===== src/rtl/fp_sp_pkg.sv =====
`default_nettype none
// +----------------------------------------------------------------------+
// | Module  : fp_sp_pkg                                                   |
// | Brief   : IEEE-754 single-precision field constants and FSM encodings |
// | Revision: 1.0                                                         |
// +----------------------------------------------------------------------+
package fp_sp_pkg;
    localparam int SIGN_BIT = 31;
    localparam int EXP_W    = 8;
    localparam int MAN_W    = 23;
    localparam int BIAS     = 127;

    localparam logic [31:0] FP_QNAN    = 32'h7FC0_0000;
    localparam logic [30:0] FP_INF_MAG = 31'h7F80_0000;

    typedef logic [2:0] state_t;
    localparam state_t ST_IDLE   = 3'd0;
    localparam state_t ST_UNPACK = 3'd1;
    localparam state_t ST_DIV    = 3'd2;
    localparam state_t ST_ROUND  = 3'd3;
    localparam state_t ST_DONE   = 3'd4;
endpackage : fp_sp_pkg
`default_nettype wire


===== src/rtl/fp_mant_div_seq.sv =====
`default_nettype none
// +----------------------------------------------------------------------+
// | Module  : fp_mant_div_seq                                             |
// | Brief   : Radix-2 restoring mantissa divider, one quotient bit/cycle  |
// | Revision: 1.0                                                         |
// +----------------------------------------------------------------------+
module fp_mant_div_seq #(
    parameter int QUO_BITS = 25
) (
    input  logic                clk,
    input  logic                rst_n,
    input  logic                i_start,
    input  logic [24:0]         i_dividend,
    input  logic [23:0]         i_divisor,
    output logic                o_done,
    output logic [QUO_BITS-1:0] o_quotient,
    output logic                o_sticky
);
    logic [25:0]         r_rem;
    logic [23:0]         r_divisor;
    logic [QUO_BITS-1:0] r_quo;
    logic [4:0]          r_cnt;
    logic                r_busy;

    logic [25:0] w_rem_src;
    logic [23:0] w_dsr;
    logic [25:0] w_trial;
    logic        w_qbit;
    logic [25:0] w_rem_nxt;

    // The start cycle already produces the MSB quotient bit from the live inputs.
    always_comb begin
        w_rem_src = i_start ? {1'b0, i_dividend} : r_rem;
        w_dsr     = i_start ? i_divisor : r_divisor;
        w_trial   = w_rem_src - {2'b00, w_dsr};
        w_qbit    = ~w_trial[25];
        w_rem_nxt = {(w_qbit ? w_trial[24:0] : w_rem_src[24:0]), 1'b0};
    end

    always_ff @(posedge clk or negedge rst_n) begin
        if (!rst_n) begin
            r_rem     <= '0;
            r_divisor <= '0;
            r_quo     <= '0;
            r_cnt     <= '0;
            r_busy    <= 1'b0;
        end else if (i_start) begin
            r_divisor <= i_divisor;
            r_rem     <= w_rem_nxt;
            r_quo     <= {{(QUO_BITS-1){1'b0}}, w_qbit};
            r_cnt     <= 5'(QUO_BITS - 2);
            r_busy    <= 1'b1;
        end else if (r_busy) begin
            r_rem <= w_rem_nxt;
            r_quo <= {r_quo[QUO_BITS-2:0], w_qbit};
            if (r_cnt == 5'd0) begin
                r_busy <= 1'b0;
            end else begin
                r_cnt <= r_cnt - 5'd1;
            end
        end
    end

    // High during the final iteration; the quotient is complete after this edge.
    assign o_done     = r_busy && (r_cnt == 5'd0);
    assign o_quotient = r_quo;
    assign o_sticky   = (r_rem != 26'd0);
endmodule : fp_mant_div_seq
`default_nettype wire


===== src/rtl/floating_point_spdiv.sv =====
`default_nettype none
// +----------------------------------------------------------------------+
// | Module  : floating_point_spdiv                                        |
// | Brief   : Sequential IEEE-754 single-precision divider, y = a / b     |
// | Revision: 1.0                                                         |
// +----------------------------------------------------------------------+
module floating_point_spdiv
    import fp_sp_pkg::*;
#(
    parameter int QUO_BITS = 25
) (
    input  logic        clk,
    input  logic        rst_n,
    input  logic        in_valid,
    output logic        in_ready,
    input  logic [31:0] a,
    input  logic [31:0] b,
    output logic        out_valid,
    input  logic        out_ready,
    output logic [31:0] y,
    output logic        u_flow,
    output logic        o_flow,
    output logic        div_by_zero
);
    state_t             r_state;
    logic [31:0]        r_a, r_b, r_y;
    logic               r_sign, r_u_flow, r_o_flow, r_dbz;
    logic signed [9:0]  r_exp;

    logic [EXP_W-1:0]   w_ea, w_eb;
    logic [23:0]        w_ma, w_mb;
    logic               w_a_nan, w_b_nan, w_a_inf, w_b_inf, w_a_zero, w_b_zero;
    logic               w_sign, w_ma_lt, w_special, w_spec_dbz, w_start, w_div_done, w_sticky;
    logic [31:0]        w_spec_y;
    logic [24:0]        w_dividend;
    logic signed [9:0]  w_exp_adj, w_exp_fin;
    logic [QUO_BITS-1:0] w_quo;
    logic               w_round_up, w_carry;
    logic [24:0]        w_mant_rnd;
    logic [MAN_W-1:0]   w_frac;

    assign w_ea     = r_a[30:MAN_W];
    assign w_eb     = r_b[30:MAN_W];
    assign w_ma     = {1'b1, r_a[MAN_W-1:0]};
    assign w_mb     = {1'b1, r_b[MAN_W-1:0]};
    assign w_sign   = r_a[SIGN_BIT] ^ r_b[SIGN_BIT];
    assign w_a_nan  = (w_ea == 8'hFF) && (r_a[MAN_W-1:0] != '0);
    assign w_b_nan  = (w_eb == 8'hFF) && (r_b[MAN_W-1:0] != '0);
    assign w_a_inf  = (w_ea == 8'hFF) && (r_a[MAN_W-1:0] == '0);
    assign w_b_inf  = (w_eb == 8'hFF) && (r_b[MAN_W-1:0] == '0);
    assign w_a_zero = (w_ea == 8'h00);
    assign w_b_zero = (w_eb == 8'h00);

    // Priority order matters: NaN-producing cases shadow the inf/zero rules.
    always_comb begin
        w_special  = 1'b1;
        w_spec_dbz = 1'b0;
        w_spec_y   = FP_QNAN;
        if (w_a_nan || w_b_nan || (w_a_zero && w_b_zero) || (w_a_inf && w_b_inf)) begin
            w_spec_y = FP_QNAN;
        end else if (w_a_inf) begin
            w_spec_y = {w_sign, FP_INF_MAG};
        end else if (w_b_inf || w_a_zero) begin
            w_spec_y = {w_sign, 31'h0};
        end else if (w_b_zero) begin
            w_spec_y   = {w_sign, FP_INF_MAG};
            w_spec_dbz = 1'b1;
        end else begin
            w_special = 1'b0;
        end
    end

    // Pre-normalise so the quotient always lands in [1,2).
    assign w_ma_lt    = (w_ma < w_mb);
    assign w_dividend = w_ma_lt ? {w_ma, 1'b0} : {1'b0, w_ma};
    assign w_exp_adj  = $signed({2'b00, w_ea}) - $signed({2'b00, w_eb})
                        + 10'sd127 - $signed({9'd0, w_ma_lt});
    assign w_start    = (r_state == ST_UNPACK) && !w_special;

    fp_mant_div_seq #(
        .QUO_BITS (QUO_BITS)
    ) u_mant_div (
        .clk        (clk),
        .rst_n      (rst_n),
        .i_start    (w_start),
        .i_dividend (w_dividend),
        .i_divisor  (w_mb),
        .o_done     (w_div_done),
        .o_quotient (w_quo),
        .o_sticky   (w_sticky)
    );

    // w_quo = {integer bit, 23 fraction bits, guard}.
    assign w_round_up = w_quo[0] & (w_sticky | w_quo[1]);
    assign w_mant_rnd = {1'b0, w_quo[QUO_BITS-1:1]} + {24'd0, w_round_up};
    assign w_carry    = w_mant_rnd[24];
    assign w_frac     = w_carry ? w_mant_rnd[23:1] : w_mant_rnd[22:0];
    assign w_exp_fin  = r_exp + $signed({9'd0, w_carry});

    always_ff @(posedge clk or negedge rst_n) begin
        if (!rst_n) begin
            r_state  <= ST_IDLE;
            r_a      <= '0;
            r_b      <= '0;
            r_y      <= '0;
            r_sign   <= 1'b0;
            r_exp    <= '0;
            r_u_flow <= 1'b0;
            r_o_flow <= 1'b0;
            r_dbz    <= 1'b0;
        end else begin
            case (r_state)
                ST_IDLE: begin
                    if (in_valid) begin
                        r_a     <= a;
                        r_b     <= b;
                        r_state <= ST_UNPACK;
                    end
                end
                ST_UNPACK: begin
                    r_sign <= w_sign;
                    if (w_special) begin
                        r_y     <= w_spec_y;
                        r_dbz   <= w_spec_dbz;
                        r_state <= ST_DONE;
                    end else begin
                        r_exp   <= w_exp_adj;
                        r_state <= ST_DIV;
                    end
                end
                ST_DIV: begin
                    if (w_div_done) begin
                        r_state <= ST_ROUND;
                    end
                end
                ST_ROUND: begin
                    if (w_exp_fin >= 10'sd255) begin
                        r_y      <= {r_sign, FP_INF_MAG};
                        r_o_flow <= 1'b1;
                    end else if (w_exp_fin <= 10'sd0) begin
                        r_y      <= {r_sign, 31'h0};
                        r_u_flow <= 1'b1;
                    end else begin
                        r_y <= {r_sign, w_exp_fin[EXP_W-1:0], w_frac};
                    end
                    r_state <= ST_DONE;
                end
                ST_DONE: begin
                    if (out_ready) begin
                        r_u_flow <= 1'b0;
                        r_o_flow <= 1'b0;
                        r_dbz    <= 1'b0;
                        r_state  <= ST_IDLE;
                    end
                end
                default: r_state <= ST_IDLE;
            endcase
        end
    end

    assign in_ready    = (r_state == ST_IDLE);
    assign out_valid   = (r_state == ST_DONE);
    assign y           = r_y;
    assign u_flow      = r_u_flow;
    assign o_flow      = r_o_flow;
    assign div_by_zero = r_dbz;
endmodule : floating_point_spdiv
`default_nettype wire


===== config.mk =====
export PLATFORM = sky130hd
export DESIGN_NAME = floating_point_spdiv
export DESIGN_NICKNAME = d
export VERILOG_FILES = /design/src/rtl/fp_sp_pkg.sv /design/src/rtl/fp_mant_div_seq.sv /design/src/rtl/floating_point_spdiv.sv
export SDC_FILE = /design/constraint.sdc
export NUM_CORES = 1
export LEC_CHECK = 0
export ABC_CLOCK_PERIOD_IN_PS = 11650
export CAP_MARGIN = 10
export CORE_AREA = 2 2 223 159
export DETAILED_ROUTE_END_ITERATION = 10
export DIE_AREA = 0 0 225 161
export GPL_ROUTABILITY_DRIVEN = 0
export SLEW_MARGIN = 20
export SYNTH_ARGS = -nofsm -noshare
export SYNTH_HDL_FRONTEND = slang
export SYNTH_HIERARCHICAL = 1
export SYNTH_SLANG_ARGS = --single-unit

===== constraint.sdc =====
create_clock -name clk -period 11.65 [get_ports clk]
set_input_delay 1.7475 -clock clk [delete_from_list [all_inputs] [get_ports clk]]
set_output_delay 1.7475 -clock clk [all_outputs]
set_load 0.1 [all_outputs]

==> impl_summary.log <==
[metrics] crit path cell chain: or4_1 -> nor2_1 -> nor4_2 -> nand2_1 -> clkinv_2 -> buf_4 -> mux2_2 -> ha_1 -> a21o_1 -> a211o_1 -> o211ai_2 -> a21oi_2 -> o31ai_4 -> xnor2_4 -> buf_16 -> mux2_1 -> a21oi_1
[metrics] final setup violating endpoints: 0
[metrics] Critical Path Sink Type: flop
[metrics] wire length after detailed routing: ~30 mm
[metrics] critical register-to-register path endpoint: u_mant_div/r_rem[2]
[metrics] placed wire-length estimate: 22.40 mm
[metrics] reported max-cap violation count: 0
[metrics] Crit path largest cell delay: 700 ps
[metrics] CTS clock-pin slew for the worst setup and hold paths: 80 ps
[metrics] clock tree from TritonCTS: done
[metrics] most common cell after layout, fill and taps aside: dfrtp_1
[metrics] number of flip-flops and latches in the synthesized netlist: 193
[metrics] data arrival time of the worst path: 6290 ps
[metrics] yosys warns: 6
[metrics] vias: 9109
[metrics] post-synthesis instance area: 0.01180 mm²
[metrics] Critical-path top delay cell: buf_4
[metrics] via density per instance: 5.199
[metrics] Worst R2R Start: r_a[24]
[metrics] Post-CTS Setup Bufs: 0
[metrics] Startpoint Class: flop
[metrics] post-synthesis cell count: around 1200
[metrics] flop-to-flop setup slack: 5730 ps
[metrics] initial antenna violation count: 0
[metrics] worst clock skew on the final layout: 12.41 ps
[metrics] transition time at the pin with the least slew margin: 1017 ps
[metrics] fin crit share: 50.78%
[metrics] effective utilization at floorplan: 34.55%
[metrics] count of non-filler cells in the finished layout: 1752
[metrics] DRC violations left: 0
[metrics] Die Y-Extent: 161 µm
[metrics] final routed wire length divided by cell count: 16.87 µm
[metrics] total congestion overflow: 0
[metrics] number of gates resized after CTS: 0
[metrics] area overhead of the layout relative to synthesis: 17.18%
[metrics] IO Port Bufs: ~100
[metrics] post-synthesis area per instance: 9.674 µm²
[metrics] deepest clock path buffer count: 2
[metrics] worst min path class: reg2reg
[metrics] largest net degree at the start of global routing: 95
[metrics] final period demand of the worst path: roughly 6000 ps
[metrics] highest-count cells in the layout ignoring fill and taps: dfrtp_1, nor2_1, clkdlybuf4s50_1
[metrics] Die ar.: 0.03623 mm²
[metrics] drt first-iter violations: 603
[metrics] Final Max Slew Viols: 0
[metrics] count of pins on the block boundary: 105
[metrics] Final Hold Slack: ~490 ps
[metrics] final hold vios: 0
[metrics] ant diodes: 0
[metrics] ratio of cells with drive above 1 in the final layout: 11.37%
[metrics] Rows: 57
[metrics] result of the run: finished, final reports clean
[metrics] CP Max Fanout: 55
[metrics] Async SR Flop Fraction: 100.0%
[metrics] most instantiated flip-flop cell in the synthesis netlist: dfrtp_1
[metrics] HP Start: r_state[2]
[metrics] x dimension of the die: 225 µm
[metrics] RSZ-0062 raised after global routing: false
[metrics] depth of the worst register-to-register path: 17
[metrics] first-pass iteration count of the detailed router: 4
[metrics] placed instance count: approximately 1700
[metrics] remaining number of nets flagged by the antenna check after routing: 0
[metrics] count of flip-flops with a built-in enable after synthesis: 0
[metrics] peak clock frequency supported by timing: 0.1690 GHz
[metrics] root cell of the clock tree: clkbuf_16
[metrics] number of hold buffers added after CTS: 0
[metrics] first-pass GRT wire length: 48.04 mm
[metrics] final setup TNS: 0 ps
[metrics] worst hold path depth: 1
[metrics] via count of the first global-routing pass: 8905
[metrics] All-Layer GR Usage: between 15 and 20%
[metrics] Core Region: 0.03416 mm²
[metrics] type of the setup path with the least slack: reg2reg
[metrics] worst slew margin relative to its limit: approximately a third
[metrics] CTS H-tree depth: 4
[metrics] endpoint with the worst hold slack: r_state[1]
[metrics] Mapped Nets: around 1400
[metrics] Worst Path Required: 12030 ps
[metrics] number of nets in the layout: 1436
[metrics] part of the Yosys area used for sequential elements: 40.92%
[metrics] Num CTS Buffers: 17
[metrics] clock latency on the worst-skew pair: 460 ps
[metrics] number of sinks handled by clock tree synthesis: 193
[metrics] number of distinct library cells after synthesis: 77
## cell type report
cell class,instances,area [µm²]
fillers,3321,20330
multi-input cells,895,6455
flip-flops and latches,193,4830
repair buffers,110,1110
well taps,442,553.0
clock buffers,18,439.2
inverters,80,301.5
clock inverters,14,142.6
## critical path, delay by kind of cell (launching register included)
kind                     cells  cell delay (ps)
AND/OR/NAND/NOR              4             1170
adder cells (fa/ha/maj)      1              340
buffers and inverters        3             1400
multiplexers                 2              760
AO/OA/AOI/OAI                6             1350
XOR/XNOR                     1              340
flip-flops                   1              440
## flip-flops by register name, indices dropped and copies added, names as in the netlist
name                   count
u_mant_div/o_quotient     25
r_sign                     1
div_by_zero                1
y                         32
r_a                       32
u_mant_div/r_busy          1
r_exp                     10
u_mant_div/r_cnt           5
u_mant_div/r_divisor      24
u_mant_div/r_rem          25
o_flow                     1
r_b                       32
u_flow                     1
r_state                    3
## cells in the mapped netlist (2+ instances only)
cell type    n  area, µm²
or4_1        6      45.04
xor2_1      18      157.7
nor2_1     123      461.7
o31ai_1      6      45.04
nand2_1     88      330.3
nor4_1      21      131.4
mux2i_1     69      690.7
nand4_1     23      143.9
dfrtp_1    193       4830
and3_1       8      50.05
buf_1        6      22.52
or2_2        3      18.77
a211oi_1    10      75.07
a32o_1       7      70.07
or3_1        7      43.79
o31ai_2      5      62.56
and4_1       2      17.52
o31a_1       3      26.28
o21ai_1      5      25.02
and2_1       4      25.02
a21oi_2      3      26.28
nor2b_1     10      62.56
o21a_1      11      82.58
a21oi_1     64      320.3
nand3_1     17      85.08
a22o_1       2      17.52
mux2_2      81      912.1
a21o_1      19      142.6
o22ai_1      4      25.02
fa_1         3      60.06
o211ai_1     2      15.01
inv_1       79      296.5
o41ai_1      2      17.52
a211o_1      3      26.28
xnor2_1     42      367.9
buf_2       13      65.06
nor3b_1      2      15.01
a31oi_1      6      37.54
o21ai_0     71      355.3
o211ai_2     2      25.02
nand2b_1    22      137.6
nor3_1      24      120.1
ha_1        68      850.8
clkbuf_1    29      108.9
buf_6        2      22.52
## routing by layer
layer	track usage (%)	part of all wire, %	up-vias
li1	-	-	4472
met1	23.95	51	4439
met2	25.73	44	169
met3	3.893	4.1	29
met4	4.275	1.7	0
met5	0	0	-
## through the flow
stage | worst slack [ps] | area (µm²) | utilization, %
finish | 5734 | 13830 | 40.49
global route | 5262 | 13830 | 40.49
global placement | 5711 | 13220 | 38.70
detailed placement | 5763 | 13250 | 38.78
floorplan | 6572 | 11800 | -
CTS | 5718 | 13830 | 40.49
## logic make-up (layout without fill, tap and decap cells)
| family | count (synthesis) | count (layout) | synth area share [%] |
|---|---|---|---|
| buf+inv | 132 | 222 | 4.505 |
| xor+xnor | 61 | 61 | 4.590 |
| compound gates | 243 | 243 | 13.45 |
| simple gates | 367 | 367 | 14.98 |
| flops | 193 | 193 | 40.92 |
| mux | 152 | 152 | 13.80 |
| fa+ha+maj | 71 | 71 | 7.718 |
| other cells | 1 | 1 | 0.03177 |
## worst max path at each step
stage,slack (ps),endpoint,start,cells after the start
3_5_place_dp,5760,u_mant_div/r_rem[2],r_a[24],17
5_1_grt,5260,u_mant_div/r_rem[2],r_a[24],17
6_report,5730,u_mant_div/r_rem[2],r_a[24],17
4_1_cts,5720,u_mant_div/r_rem[2],r_a[24],17
2_1_floorplan,6570,u_mant_div/r_rem[25],r_a[24],21
3_3_place_gp,5710,u_mant_div/r_rem[2],r_a[24],16
Power is not shown: default switching activity piles up to over one toggle a cycle in this logic, so the estimate is an artifact.
